File: config.mk
export PLATFORM = sky130hd
export DESIGN_NAME = s8x305_fetch_ctrl
export DESIGN_NICKNAME = d
export VERILOG_FILES = /design/src/rtl/s8x305_fetch_ctrl.sv
export SDC_FILE = /design/constraint.sdc
export NUM_CORES = 1
export LEC_CHECK = 0
export ABC_AREA = 1
export BUFFER_PORTS_ARGS = -buffer_cell sky130_fd_sc_hd__buf_2
export CORE_MARGIN = 8
export CORE_UTILIZATION = 40
export CTS_BUF_LIST = sky130_fd_sc_hd__clkbuf_8
export DETAILED_ROUTE_END_ITERATION = 10
export HOLD_SLACK_MARGIN = 0.15
export PLACE_DENSITY = 0.72
export SYNTH_ARGS = -nofsm -noshare
export SYNTH_HDL_FRONTEND = slang
export SYNTH_SLANG_ARGS = --single-unit
File: constraint.sdc
create_clock -name x1 -period 2.2 [get_ports x1]
set_clock_uncertainty 0.1 [all_clocks]
set_input_delay 0.44 -clock x1 [delete_from_list [all_inputs] [get_ports x1]]
set_output_delay 0.44 -clock x1 [all_outputs]
set_load 0.05 [all_outputs]
File: src/rtl/s8x305_fetch_ctrl.sv
// S8x305 program-memory fetch controller: services core instruction fetches,
// stalls the core through instr_ready, and grants idle memory slots to a host port.
module s8x305_fetch_ctrl #(
    parameter int MEM_LAT = 1
) (
    input  logic        x1,
    input  logic        reset,
    input  logic [12:0] cpu_addr,
    input  logic        cpu_mclk,
    output logic [15:0] instr_out,
    output logic        instr_ready,
    input  logic        host_req,
    input  logic        host_we,
    input  logic [12:0] host_addr,
    input  logic [15:0] host_wdata,
    output logic [15:0] host_rdata,
    output logic        host_ack,
    input  logic        host_halt,
    output logic        mem_en,
    output logic        mem_we,
    output logic [12:0] mem_addr,
    output logic [15:0] mem_wdata,
    input  logic [15:0] mem_rdata
);

    typedef enum logic [1:0] {
        FETCH,
        RUN,
        HOST
    } state_t;

    // cnt is 1 during the mem_en cycle; read data is sampled when it reaches CAP_CNT
    localparam logic [4:0] CAP_CNT = 5'(MEM_LAT + 1);

    state_t      state;
    logic [4:0]  cnt;
    logic        fetch_valid;
    logic        host_is_write;

    // The core keeps executing during host slots; only a fetch stalls it.
    assign instr_ready = (state != FETCH) && !host_halt && (!cpu_mclk || fetch_valid);

    always_ff @(posedge x1 or negedge reset) begin
        if (!reset) begin
            state         <= FETCH;
            cnt           <= '0;
            fetch_valid   <= 1'b0;
            host_is_write <= 1'b0;
            instr_out     <= '0;
            host_rdata    <= '0;
            host_ack      <= 1'b0;
            mem_en        <= 1'b0;
            mem_we        <= 1'b0;
            mem_addr      <= '0;
            mem_wdata     <= '0;
        end else begin
            mem_en   <= 1'b0;
            mem_we   <= 1'b0;
            host_ack <= 1'b0;

            // The core has left cycle 3, so the held word has been consumed.
            if (instr_ready && !cpu_mclk) begin
                fetch_valid <= 1'b0;
            end

            case (state)
                FETCH: begin
                    if (cnt == '0) begin
                        mem_en   <= 1'b1;
                        mem_addr <= cpu_addr;
                        cnt      <= 5'd1;
                    end else if (cnt == CAP_CNT) begin
                        instr_out   <= mem_rdata;
                        fetch_valid <= 1'b1;
                        cnt         <= '0;
                        state       <= RUN;
                    end else begin
                        cnt <= cnt + 5'd1;
                    end
                end

                RUN: begin
                    if (cpu_mclk && !fetch_valid) begin
                        mem_en   <= 1'b1;
                        mem_addr <= cpu_addr;
                        cnt      <= 5'd1;
                        state    <= FETCH;
                    end else if (host_req) begin
                        mem_en        <= 1'b1;
                        mem_we        <= host_we;
                        mem_addr      <= host_addr;
                        mem_wdata     <= host_wdata;
                        host_is_write <= host_we;
                        cnt           <= 5'd1;
                        state         <= HOST;
                        // Overwriting the word the core is about to execute forces a refetch.
                        if (host_we && (host_addr == cpu_addr)) begin
                            fetch_valid <= 1'b0;
                        end
                    end
                end

                HOST: begin
                    if (host_is_write) begin
                        host_ack <= 1'b1;
                        cnt      <= '0;
                        state    <= RUN;
                    end else if (cnt == CAP_CNT) begin
                        host_rdata <= mem_rdata;
                        host_ack   <= 1'b1;
                        cnt        <= '0;
                        state      <= RUN;
                    end else begin
                        cnt <= cnt + 5'd1;
                    end
                end

                default: begin
                    cnt   <= '0;
                    state <= FETCH;
                end
            endcase
        end
    end

endmodule

After elaboration in Yosys (flattened, before gate mapping)

Cells that the tools add are included.

Flip-flop bits (word level): 73
Bits in latches: 0
Memory bits (writable): 0
ROM bits: 0
Input bits: 64
Word-level logic and storage cells: 73
Memories: 0

$add $sub $neg: 1
Multiply operators: 0
Divide/modulo/power cells: 0
$lt $le $gt $ge: 0
Equal/unequal tests: 7
Shifts and indexed selects: 0
Multiplexer cells: 33
Bitwise operators: 3
Reductions and logical operators: 18

Operators by type and width:

| operator            | count |
|---|---|
| $mux 13             | 3 |
| $pmux 13 s2         | 1 |
| $mux 5              | 5 |
| $mux 1              | 15 |
| $pmux 5 s3          | 1 |
| $eq 13x13->1        | 1 |
| $reduce_and 3->1    | 4 |
| $mux 2              | 5 |
| $pmux 2 s3          | 1 |
| $add 5x1->5 const B | 1 |
| $eq 5x2->1 const B  | 1 |
| $logic_and 1x1->1   | 5 |
| $logic_not 5->1     | 1 |
| $ne 2x2->1 const B  | 2 |
| $pmux 1 s2          | 2 |
| $reduce_bool 2->1   | 2 |
| $logic_not 1->1     | 3 |
| $ne 3x3->1 const B  | 1 |
| $not 1->1           | 3 |
| $eq 2x1->1 const B  | 1 |
| $eq 2x2->1 const B  | 1 |
| $logic_not 2->1     | 1 |
| $reduce_and 2->1    | 1 |
| $logic_or 1x1->1    | 1 |

Logic depth before layout (Yosys ltp)

Gate-level depths: netlist (run 1).

Depth in word-level cells: 9
Gate-level depth with buffers: 10
Mapped depth without buffers: 9

Worst setup path before layout (run 1)

No wires, ideal clock.

Path type: reg2reg
Start point: reg state[0]
End point: reg fetch_valid
Library setup time: 0.127 ns
Arrival time: 2.014 ns
Data required time: 1.973 ns
Setup slack: -0.041 ns
Stages on the path, launching flop included: 6
Path buffers: 0
Period minus slack after synthesis: 2.241 ns
Path through: dfrtp_1 nor2_2 nor3_1 a21boi_0 nand2_1 nand2_1

Word-level cells in the longest chain between the ends: 9
Elaborated cells on any way between the ends: 13

Ends and longest elaborated chain:

| item                              | RTL line | text |
|---|---|---|
| from (decl)                       | 35       | `state_t state;` |
| from (signal assigned)            | 45       | `state <= FETCH;` |
| from (signal assigned)            | 76       | `state <= RUN;` |
| from (signal assigned)            | 87       | `state <= FETCH;` |
| $reduce_bool 2->1 *               | 41       | `assign instr_ready = (state != FETCH) && !host_halt && (!cpu_mclk \|\| fetch_valid);` |
| $logic_and 1x1->1 * (2 in series) | 41       |  |
| net instr_ready                   | 11       | `output logic instr_ready,` |
| $logic_and 1x1->1 *               | 62       | `if (instr_ready && !cpu_mclk) begin` |
| $mux 1 *                          | 62       |  |
| $mux 1                            | 97       | `if (host_we && (host_addr == cpu_addr)) begin` |
| $mux 1                            | 88       | `end else if (host_req) begin` |
| $mux 1                            | 83       | `if (cpu_mclk && !fetch_valid) begin` |
| $pmux 1 s2 *                      | 66       | `case (state)` |
| to (signal assigned)              | 63       | `fetch_valid <= 1'b0;` |
| to (signal assigned)              | 74       | `fetch_valid <= 1'b1;` |
| to (signal assigned)              | 98       | `fetch_valid <= 1'b0;` |
| to (decl)                         | 37       | `logic fetch_valid;` |

The timed path passes the listed nets; every way through them passes the cells marked *.
A chain may end at the register's enable or synchronous reset.

Worst setup path in the final report (run 1)

Start point: reg state[0]
End point: out instr_ready

Word-level cells in the longest chain between the ends: 3

Ends and longest elaborated chain:

| item                            | RTL line |
|---|---|
| $reduce_bool 2->1               | 41 |
| $logic_and 1x1->1 (2 in series) | 41 |
| to (decl)                       | 11 |

Every way passes these cells.

==> impl_metrics.py, run 1 <==
metrics = {
    "run_status": {
        "outcome": "finished, final reports clean",
    },
    "grt": {
        "grt_pass1_vias": 2985,
        "grt_max_degree": 38,
        "grt_pass1_wl_mm": 14.2,
        "grt_usage": 0.151,
        "overflow": 0,
        "antenna_found_initial": 0,
    },
    "setup_path": {
        "crit_fanout": 7,
        "arrival_ns": 1.45,
        "crit_slowest_cell": "dfrtp_1",
        "required_ns": 1.66,
        "end_kind": "output pin",
        "cp-start-kind": "flip-flop",
        "criticalPathCategory": "flip-flop to output pin",
        "max_stage_delay_ns": 0.44,
        "path_cells": "nor2_2 > nor3_2 > buf_2",
    },
    "job": {
        "maxCapViolCount": 0,
    },
    "sta": {
        "maxSlewViolCount": 0,
        "timing.fmax_mhz": 503,
        "rsz0062_at_grt": "false",
        "slew-limit-headroom": 0.677,
        "timing.final.crit_share": 0.904,
        "whs_ns": 0.204,
        "tns_ns": 0,
        "setup_viol": 0,
        "tightest_slew_ns": 0.484,
        "hold_viol": 0,
        "period_minus_slack_ns": 1.99,
    },
    "clock_tree": {
        "ctsHtreeMaxLevel": 3,
        "cts.repair.resized": 0,
        "cts_made_buffers": 9,
        "tritoncts": "done",
        "worstSkewPairLatency_ns": 0.34,
        "cts.sinks": 73,
        "root_buffer": "clkbuf_8",
        "postCtsSetupBuffers": 0,
        "holdBufCountCts": 1,
        "clockBufferDepth": 2,
        "clk_pin_slew_ns": 0.08,
    },
    "power_and_ir_drop": {
        "p_leak_uw": 0.00244,
        "vdd_drop_max_mv": 0.954,
        "switching_share": 0.521,
        "power_frac_comb": 0.534,
        "p_switching_uw": 3840,
        "internal-power_uw": 3530,
        "pwr-share-clk": 0.159,
        "powerDensity_nw_per_um2": 1690,
        "power_frac_seq": 0.306,
    },
    "drt": {
        "wl_mm": 8.27,
        "viasPerCell": 4.49,
        "firstDrtPassIters": 4,
        "drtIter0Drc": 114,
        "drcViolationCount": 0,
        "num_vias": 2943,
        "final_antenna_net_count": 0,
        "drt-wirelength-per-cell_um": 12.6,
    },
    "synthesis": {
        "synth_fa_ha_area_frac": 0.0112,
        "synth_top_family_by_area": "simple AND/OR/NAND/NOR gates",
        "yosys.area_share.simple": 0.236,
        "synth_compound_area_frac": 0.117,
        "synth_edf_count": 0,
        "async_flop_share": 1.00,
        "synth-xor-area-share": 0.00521,
        "synth_seq_cells": 73,
        "yosysWarnings": 0,
        "ys_types": 26,
        "seq_area_frac_synth": 0.543,
        "synthMuxAreaShare": 0,
        "syn_area_per_cell_um2": 8.14,
        "synth_area_um2": 3360,
        "synth_cells": 413,
        "synth-main-ff-cell": "dfrtp_1",
        "syn_nets": 480,
    },
    "floorplan": {
        "initial_core_util": 0.411,
        "rows": 33,
        "io-pin-count": 129,
        "dieArea_um2": 11600,
        "die_h_um": 108,
        "dieWidth_um": 108,
        "coreArea_um2": 8180,
    },
    "cells_and_area": {
        "layout_commonest_cell": "nand2_1",
        "layout-area-overhead-vs-synth_pct": 29.8,
        "final_area_um2": 4370,
        "fin_nets": 613,
        "drive_above_1_share": 0.309,
        "final_cell_mix": "nand2_1, buf_2, dfrtp_1",
        "multi_input_area_um2": 1250,
        "antenna-diode-count": 0,
        "layout.filler_cells": 762,
        "seqCellArea_um2": 1830,
    },
    "place": {
        "gp_congestion": 0.848,
        "dpl_cell_area_um2": 4130,
        "dpl.hpwl_mm": 6.37,
        "io_buffers": 128,
    },
    "min_path": {
        "hp-class": "input pin to flip-flop",
    },
}
-- worst paths after layout --
| path | slack, ns | start | cells after the start | to |
|---|---|---|---|---|
| max in group asynchronous | 0.94 | reset | 3 | host_rdata[5]$_DFFE_PN0P_ |
| max reg2reg | 0.32 | state[0]$_DFFE_PN0P_ | 6 | mem_addr[2]$_DFFE_PN0P_ |
| max | 0.21 | state[0]$_DFFE_PN0P_ | 3 | instr_ready |
| min reg2reg | 0.37 | mem_wdata[6]$_DFFE_PN0P_ | 2 | mem_wdata[6]$_DFFE_PN0P_ |
| min | 0.20 | host_wdata[0] | 3 | mem_wdata[0]$_DFFE_PN0P_ |
| min in group asynchronous | 0.50 | reset | 2 | mem_wdata[3]$_DFFE_PN0P_ |
-- cell families after synthesis --
family / Yosys count
and+or+nand+nor: 194
DFF: 73
buffers and inverters: 71
AOI/OAI and AO/OA: 70
adders and majority gates: 3
xor gates and xnor gates: 2
-- power by group through the flow --
| stage | combinational [uW] | clock [uW] | sequential (uW) |
|---|---|---|---|
| global placement | 3910 | 0 | 2260 |
| floorplan | 1250 | 0 | 4050 |
| finish | 3930 | 1170 | 2260 |
| global route | 4270 | 1280 | 2350 |
| detailed placement | 3980 | 0 | 2280 |
| CTS | 3980 | 1210 | 2260 |
-- worst max-delay path, delay by kind of cell (launching register included) --
family | cells | cell delay [ns]
and+or+nand+nor | 2 | 0.44
DFF | 1 | 0.44
buffers and inverters | 1 | 0.23
-- stage by stage --
step / instances / worst slack [ns] / util / total power, uW
floorplan: 413 / 0.449 / - / 5310
global placement: 639 / 0.416 / 0.505 / 6180
global route: 656 / 0.125 / 0.534 / 7890
detailed placement: 639 / 0.350 / 0.505 / 6260
finish: 656 / 0.210 / 0.534 / 7370
CTS: 656 / 0.204 / 0.534 / 7450
-- registers in the layout (all words and copies together) (netlist names) --
register / count
mem_addr: 13
mem_we: 1
instr_out: 16
host_ack: 1
host_rdata: 16
mem_wdata: 16
cnt: 5
host_is_write: 1
fetch_valid: 1
mem_en: 1
state: 2
-- routing by layer --
metal  up-vias  part of all wire  global-route usage
met5         -                 0                   0
li1       1547                 -                   -
met3         9             0.086              0.0431
met1      1291              0.44               0.188
met2        96              0.46               0.239
met4         0             0.014              0.0654
-- area by class of cell --
type | instances | share of cell area
flip-flops and latches | 73 | 0.418
multi-input cells | 269 | 0.286
repair buffers | 136 | 0.164
inverters | 57 | 0.0490
clock buffers | 10 | 0.0315
well taps | 105 | 0.0301
clock inverters | 6 | 0.0209
-- synth_stat cells, drive strengths merged, types with 3 or more instances --
| master | n | area (um2) |
|---|---|---|
| nand2 | 147 | 562 |
| dfrtp | 73 | 1830 |
| inv | 57 | 214 |
| o21ai | 50 | 250 |
| nor2 | 28 | 120 |
| a21oi | 16 | 110 |
| nand3 | 12 | 70.1 |
| buf | 7 | 53.8 |
| clkbuf | 7 | 26.3 |
| nand4 | 5 | 31.3 |
| ha | 3 | 37.5 |
Note: power is estimated with default switching activity, not from simulation.
==> inputs of run 2 (changes only) <==
--- a/config.mk
+++ b/config.mk
@@ -13,6 +13,7 @@
 export DETAILED_ROUTE_END_ITERATION = 10
 export HOLD_SLACK_MARGIN = 0.15
 export PLACE_DENSITY = 0.72
+export RECOVER_POWER = 100
 export SYNTH_ARGS = -nofsm -noshare
 export SYNTH_HDL_FRONTEND = slang
 export SYNTH_SLANG_ARGS = --single-unit
==> impl_metrics.py, run 2 (synthesis gave the netlist of run 1 again) <==
metrics = {
    "drt": {
        "drtIter0Drc": 109,
        "final_antenna_net_count": 0,
        "wl_mm": 8.30,
        "drcViolationCount": 0,
        "firstDrtPassIters": 5,
        "drt-wirelength-per-cell_um": 12.7,
        "num_vias": 2948,
        "viasPerCell": 4.49,
    },
    "sta": {
        "slew-limit-headroom": 0.371,
        "timing.fmax_mhz": 502,
        "hold_viol": 0,
        "period_minus_slack_ns": 1.99,
        "whs_ns": 0.206,
        "setup_viol": 0,
        "rsz0062_at_grt": "false",
        "tightest_slew_ns": 0.943,
        "maxSlewViolCount": 0,
        "tns_ns": 0,
        "timing.final.crit_share": 0.906,
    },
    "floorplan": {
        "rows": 33,
        "coreArea_um2": 8180,
        "dieWidth_um": 108,
        "io-pin-count": 129,
        "dieArea_um2": 11600,
        "initial_core_util": 0.411,
        "die_h_um": 108,
    },
    "grt": {
        "grt_usage": 0.151,
        "antenna_found_initial": 0,
        "grt_max_degree": 38,
        "grt_pass1_vias": 2985,
        "grt_pass1_wl_mm": 14.2,
        "overflow": 0,
    },
    "setup_path": {
        "cp-start-kind": "flip-flop",
        "end_kind": "output pin",
        "arrival_ns": 1.45,
        "criticalPathCategory": "flip-flop to output pin",
        "crit_fanout": 7,
        "worstReg2RegStart": "state[1]$_DFFE_PN0P_",
        "required_ns": 1.66,
        "crit_start": "state[0]$_DFFE_PN0P_",
    },
    "cells_and_area": {
        "layout-area-overhead-vs-synth_pct": 26.8,
        "drive_above_1_share": 0.183,
        "layout.filler_cells": 800,
        "fin_nets": 613,
        "final-instance-count-excl-fill": 656,
        "layout_commonest_cell": "nand2_1",
        "antenna-diode-count": 0,
        "final_cell_mix": "nand2_1, dfrtp_1, clkbuf_1",
        "largestRegisters": "host_rdata x16, instr_out x16, mem_wdata x16",
    },
    "clock_tree": {
        "cts_made_buffers": 9,
        "tritoncts": "done",
        "postCtsSetupBuffers": 0,
        "ctsHtreeMaxLevel": 3,
        "root_buffer": "clkbuf_8",
        "cts.repair.resized": 0,
        "clockBufferDepth": 2,
        "holdBufCountCts": 1,
        "clk_pin_slew_ns": 0.08,
        "worstSkewPairLatency_ns": 0.34,
        "cts.sinks": 73,
    },
    "power_and_ir_drop": {
        "powerDensity_nw_per_um2": 1690,
        "vdd_drop_max_mv": 0.927,
        "p_leak_uw": 0.00226,
    },
    "min_path": {
        "hp-class": "input pin to flip-flop",
        "hold_start": "host_wdata[0]",
    },
    "job": {
        "maxCapViolCount": 0,
    },
    "place": {
        "io_buffers": 128,
        "dpl.hpwl_mm": 6.37,
        "dp.cells": 639,
        "gp_congestion": 0.848,
    },
    "run_status": {
        "outcome": "finished, final reports clean",
    },
}
## run 2: changes by cell type in the layout (fill, tap and decap cells not counted), moves of 2 or more
cell | before | now
buf_4 | 7 | 3
nand3_2 | 2 | 0
buf_2 | 127 | 62
clkbuf_2 | 0 | 4
nand3_1 | 10 | 12
clkbuf_1 | 0 | 64
## run 2: layout make-up
type                       count  area, um2  area share
timing repair buffer         136        631       0.148
tap                          105        131      0.0308
multi-input combinational    269       1230       0.289
clock buffer                  10        138      0.0323
sequential                    73       1830       0.428
clock inverter                 6       91.3      0.0214
inverter                      57        214      0.0502
## run 2: final timing paths
check | to | cells after the start | slack, ns
hold reg to reg | mem_wdata[2]$_DFFE_PN0P_ | 2 | 0.38
setup / recovery | instr_ready | 3 | 0.21
min in group asynchronous | mem_wdata[3]$_DFFE_PN0P_ | 2 | 0.68
setup reg to reg | host_is_write$_DFFE_PN0P_ | 8 | 0.26
hold / removal | mem_wdata[0]$_DFFE_PN0P_ | 3 | 0.21
max in group asynchronous | host_rdata[5]$_DFFE_PN0P_ | 3 | 0.61
## run 2: through the flow
step	total power, uW	setup slack (ns)	instance area [um2]	utilization
floorplan	5310	0.449	3370	-
global placement	6180	0.416	4130	0.505
detailed placement	6260	0.350	4130	0.505
CTS	7450	0.204	4370	0.534
global route	7740	0.0856	4260	0.522
finish	7210	0.208	4260	0.522
## run 2: power by group
part | total (uW) | internal, uW | switching [uW] | leakage [uW]
Sequential | 2270 | 1930 | 340 | 0.000856
Combinational | 3760 | 762 | 3000 | 0.00130
Clock | 1170 | 671 | 503 | 0.000105
## run 2: worst max-delay path, cell delays in order, from the launching register on
cell and delay, ns:
dfrtp_1 0.45, nor2_2 0.32, nor3_2 0.10, clkbuf_2 0.25
## run 2: routing by layer
metal  share of wire  routed length, um  track usage  up-vias
met2            0.46               3830        0.239       90
li1                -                  -            -     1545
met5               0                  0            0        -
met4           0.014                117       0.0654        0
met1            0.45               3700        0.188     1305
met3           0.079                655       0.0431        8
==> inputs of run 3 (changes only) <==
--- a/config.mk
+++ b/config.mk
@@ -5,15 +5,15 @@
 export SDC_FILE = /design/constraint.sdc
 export NUM_CORES = 1
 export LEC_CHECK = 0
-export ABC_AREA = 1
 export BUFFER_PORTS_ARGS = -buffer_cell sky130_fd_sc_hd__buf_2
 export CORE_MARGIN = 8
 export CORE_UTILIZATION = 40
 export CTS_BUF_LIST = sky130_fd_sc_hd__clkbuf_8
 export DETAILED_ROUTE_END_ITERATION = 10
 export HOLD_SLACK_MARGIN = 0.15
-export PLACE_DENSITY = 0.72
+export PLACE_DENSITY = 0.73
 export RECOVER_POWER = 100
+export SLEW_MARGIN = 20
 export SYNTH_ARGS = -nofsm -noshare
 export SYNTH_HDL_FRONTEND = slang
 export SYNTH_SLANG_ARGS = --single-unit
==> impl_metrics.py, run 3 <==
metrics = {
    "sta": {
        "tightest_slew_ns": 0.823,
        "hold_viol": 0,
        "timing.final.crit_share": 0.941,
        "slew-limit-headroom": 0.451,
        "timing.fmax_mhz": 483,
        "setup_viol": 0,
        "period_minus_slack_ns": 2.07,
        "maxSlewViolCount": 0,
        "whs_ns": 0.210,
        "rsz0062_at_grt": "false",
        "tns_ns": 0,
    },
    "clock_tree": {
        "worstSkewPairLatency_ns": 0.33,
        "ctsHtreeMaxLevel": 3,
        "cts_made_buffers": 9,
        "cts.repair.resized": 0,
        "clk_pin_slew_ns": 0.08,
        "clockBufferDepth": 2,
        "tritoncts": "done",
        "root_buffer": "clkbuf_8",
        "cts.sinks": 73,
    },
    "place": {
        "dpl.hpwl_mm": 6.11,
        "gp_congestion": 0.843,
        "io_buffers": 128,
    },
    "job": {
        "maxCapViolCount": 0,
    },
    "min_path": {
        "hp-class": "input pin to flip-flop",
    },
    "synthesis": {
        "syn_nets": 314,
        "ys_types": 39,
        "yosysMostFrequentCell": "dfrtp_1",
        "synth_edf_count": 0,
        "synth_seq_cells": 73,
        "seq_area_frac_synth": 0.564,
        "synth_area_um2": 3240,
        "yosysTopAreaCell": "dfrtp_1",
        "synth-main-ff-cell": "dfrtp_1",
        "synthTopCellsByArea": "dfrtp_1, mux2_1, mux2_4, mux2i_1, o21ai_1",
        "synth_top_area_share": 0.564,
        "synth_cells": 247,
        "yosysWarnings": 0,
        "ys_top_cells_by_count": "dfrtp_1, mux2_1, nand2_1",
        "syn_area_per_cell_um2": 13.1,
        "async_flop_share": 1.00,
    },
    "floorplan": {
        "coreArea_um2": 8010,
        "initial_core_util": 0.404,
        "rows": 33,
        "die_h_um": 106,
        "dieWidth_um": 106,
        "io-pin-count": 129,
        "dieArea_um2": 11200,
    },
    "drt": {
        "final_antenna_net_count": 0,
        "viasPerCell": 4.89,
        "drtIter0Drc": 91,
        "wl_mm": 7.75,
        "drcViolationCount": 0,
        "firstDrtPassIters": 4,
        "num_vias": 2416,
        "drt-wirelength-per-cell_um": 15.7,
    },
    "setup_path": {
        "criticalPathCategory": "flip-flop to flip-flop",
        "end_kind": "flip-flop",
        "crit_fanout": 7,
        "required_ns": 2.38,
        "cp_common_cell": "nor4b_2",
        "crit_slowest_cell": "a2111o_1",
        "path_cells": "inv_1 > ha_1 > nor4b_2 > nor2b_1 > a2111o_1 > nor4b_2 > a21o_1",
        "arrival_ns": 2.25,
        "cp-start-kind": "flip-flop",
        "max_stage_delay_ns": 0.47,
    },
    "grt": {
        "overflow": 0,
        "grt_pass1_vias": 2667,
        "grt_max_degree": 34,
        "grt_pass1_wl_mm": 12.9,
        "grt_usage": 0.141,
        "antenna_found_initial": 0,
    },
    "cells_and_area": {
        "final_cell_mix": "dfrtp_1, clkbuf_1, buf_2",
        "drive_above_1_share": 0.247,
        "antenna-diode-count": 0,
        "fin_nets": 451,
        "layout.filler_cells": 791,
        "layout-area-overhead-vs-synth_pct": 27.3,
        "largestRegisters": "host_rdata x16, instr_out x16, mem_wdata x16",
        "layout_commonest_cell": "dfrtp_1",
    },
    "run_status": {
        "outcome": "finished, final reports clean",
    },
}
==> run 3: cell count changes after synthesis, moves of 16 or more <==
cell / delta
nand2_1: -126
inv_1: -50
o21ai_0: -46
mux2_1: +38
o21ai_1: +17
nor2_1: -16
==> run 3: cell type report <==
cell class	count	area (um2)	share of cell area
sequential	73	1830	0.443
tap	105	131	0.0319
multi-input combinational	160	1300	0.316
clock buffer	9	124	0.0301
inverter	4	15.0	0.00365
clock inverter	7	95.1	0.0231
timing repair buffer	136	626	0.152
==> run 3: logic make-up after synthesis <==
family	count (synthesis)	synth area share
compound gates	32	0.0584
buf+inv	14	0.0228
flops	73	0.564
mux	61	0.219
simple gates	51	0.0889
fa+ha+maj	3	0.0116
xor+xnor	13	0.0352
==> run 3: path summary, 6_finish.rpt <==
check	from	endpoint	slack, ns	cells after the start
worst min register to register	mem_addr[6]$_DFFE_PN0P_	mem_addr[6]$_DFFE_PN0P_	0.38	2
worst max register to register	cnt[0]$_DFFE_PN0N_	cnt[2]$_DFFE_PN0N_	0.13	7
worst min-delay path	host_wdata[15]	mem_wdata[15]$_DFFE_PN0P_	0.21	2
worst max-delay path	cnt[0]$_DFFE_PN0N_	cnt[2]$_DFFE_PN0N_	0.13	7
min in group asynchronous	reset	mem_wdata[15]$_DFFE_PN0P_	0.63	2
max in group asynchronous	reset	instr_out[11]$_DFFE_PN0P_	0.50	3
==> run 3: worst max-delay path, delay by kind of cell, from the launching register on <==
kind | cells | cell delay, ns
adder cells (fa/ha/maj) | 1 | 0.21
AO/OA/AOI/OAI | 2 | 0.58
flip-flops | 1 | 0.41
AND/OR/NAND/NOR | 3 | 0.60
buffers and inverters | 1 | 0.10
==> run 3: what timing repair did <==
| item | CTS | global route |
|---|---|---|
| buffers inserted | 0 | 0 |
| endpoints found under the hold margin | 31 | 0 |
| hold buffers | 1 | 0 |
==> run 3: through the flow <==
step           utilization  cells  setup WS, ns  cell area, um2
6_report             0.514    494         0.129            4120
5_1_grt              0.514    494        0.0175            4120
3_3_place_gp         0.502    477         0.237            4020
3_5_place_dp         0.502    477         0.152            4020
4_1_cts              0.531    494         0.135            4250
2_1_floorplan            -    247         0.301            3240
==> run 3: per-layer routing <==
| layer | up-vias | GRT usage | part of all wire |
|---|---|---|---|
| met3 | 17 | 0.0629 | 0.11 |
| met1 | 1136 | 0.162 | 0.43 |
| met2 | 125 | 0.222 | 0.44 |
| met5 | - | 0 | 0 |
| li1 | 1138 | - | - |
| met4 | 0 | 0.0603 | 0.020 |
Power of run 3 is not shown: default switching activity piles up to over one toggle a cycle in this logic, so the estimate is an artifact.
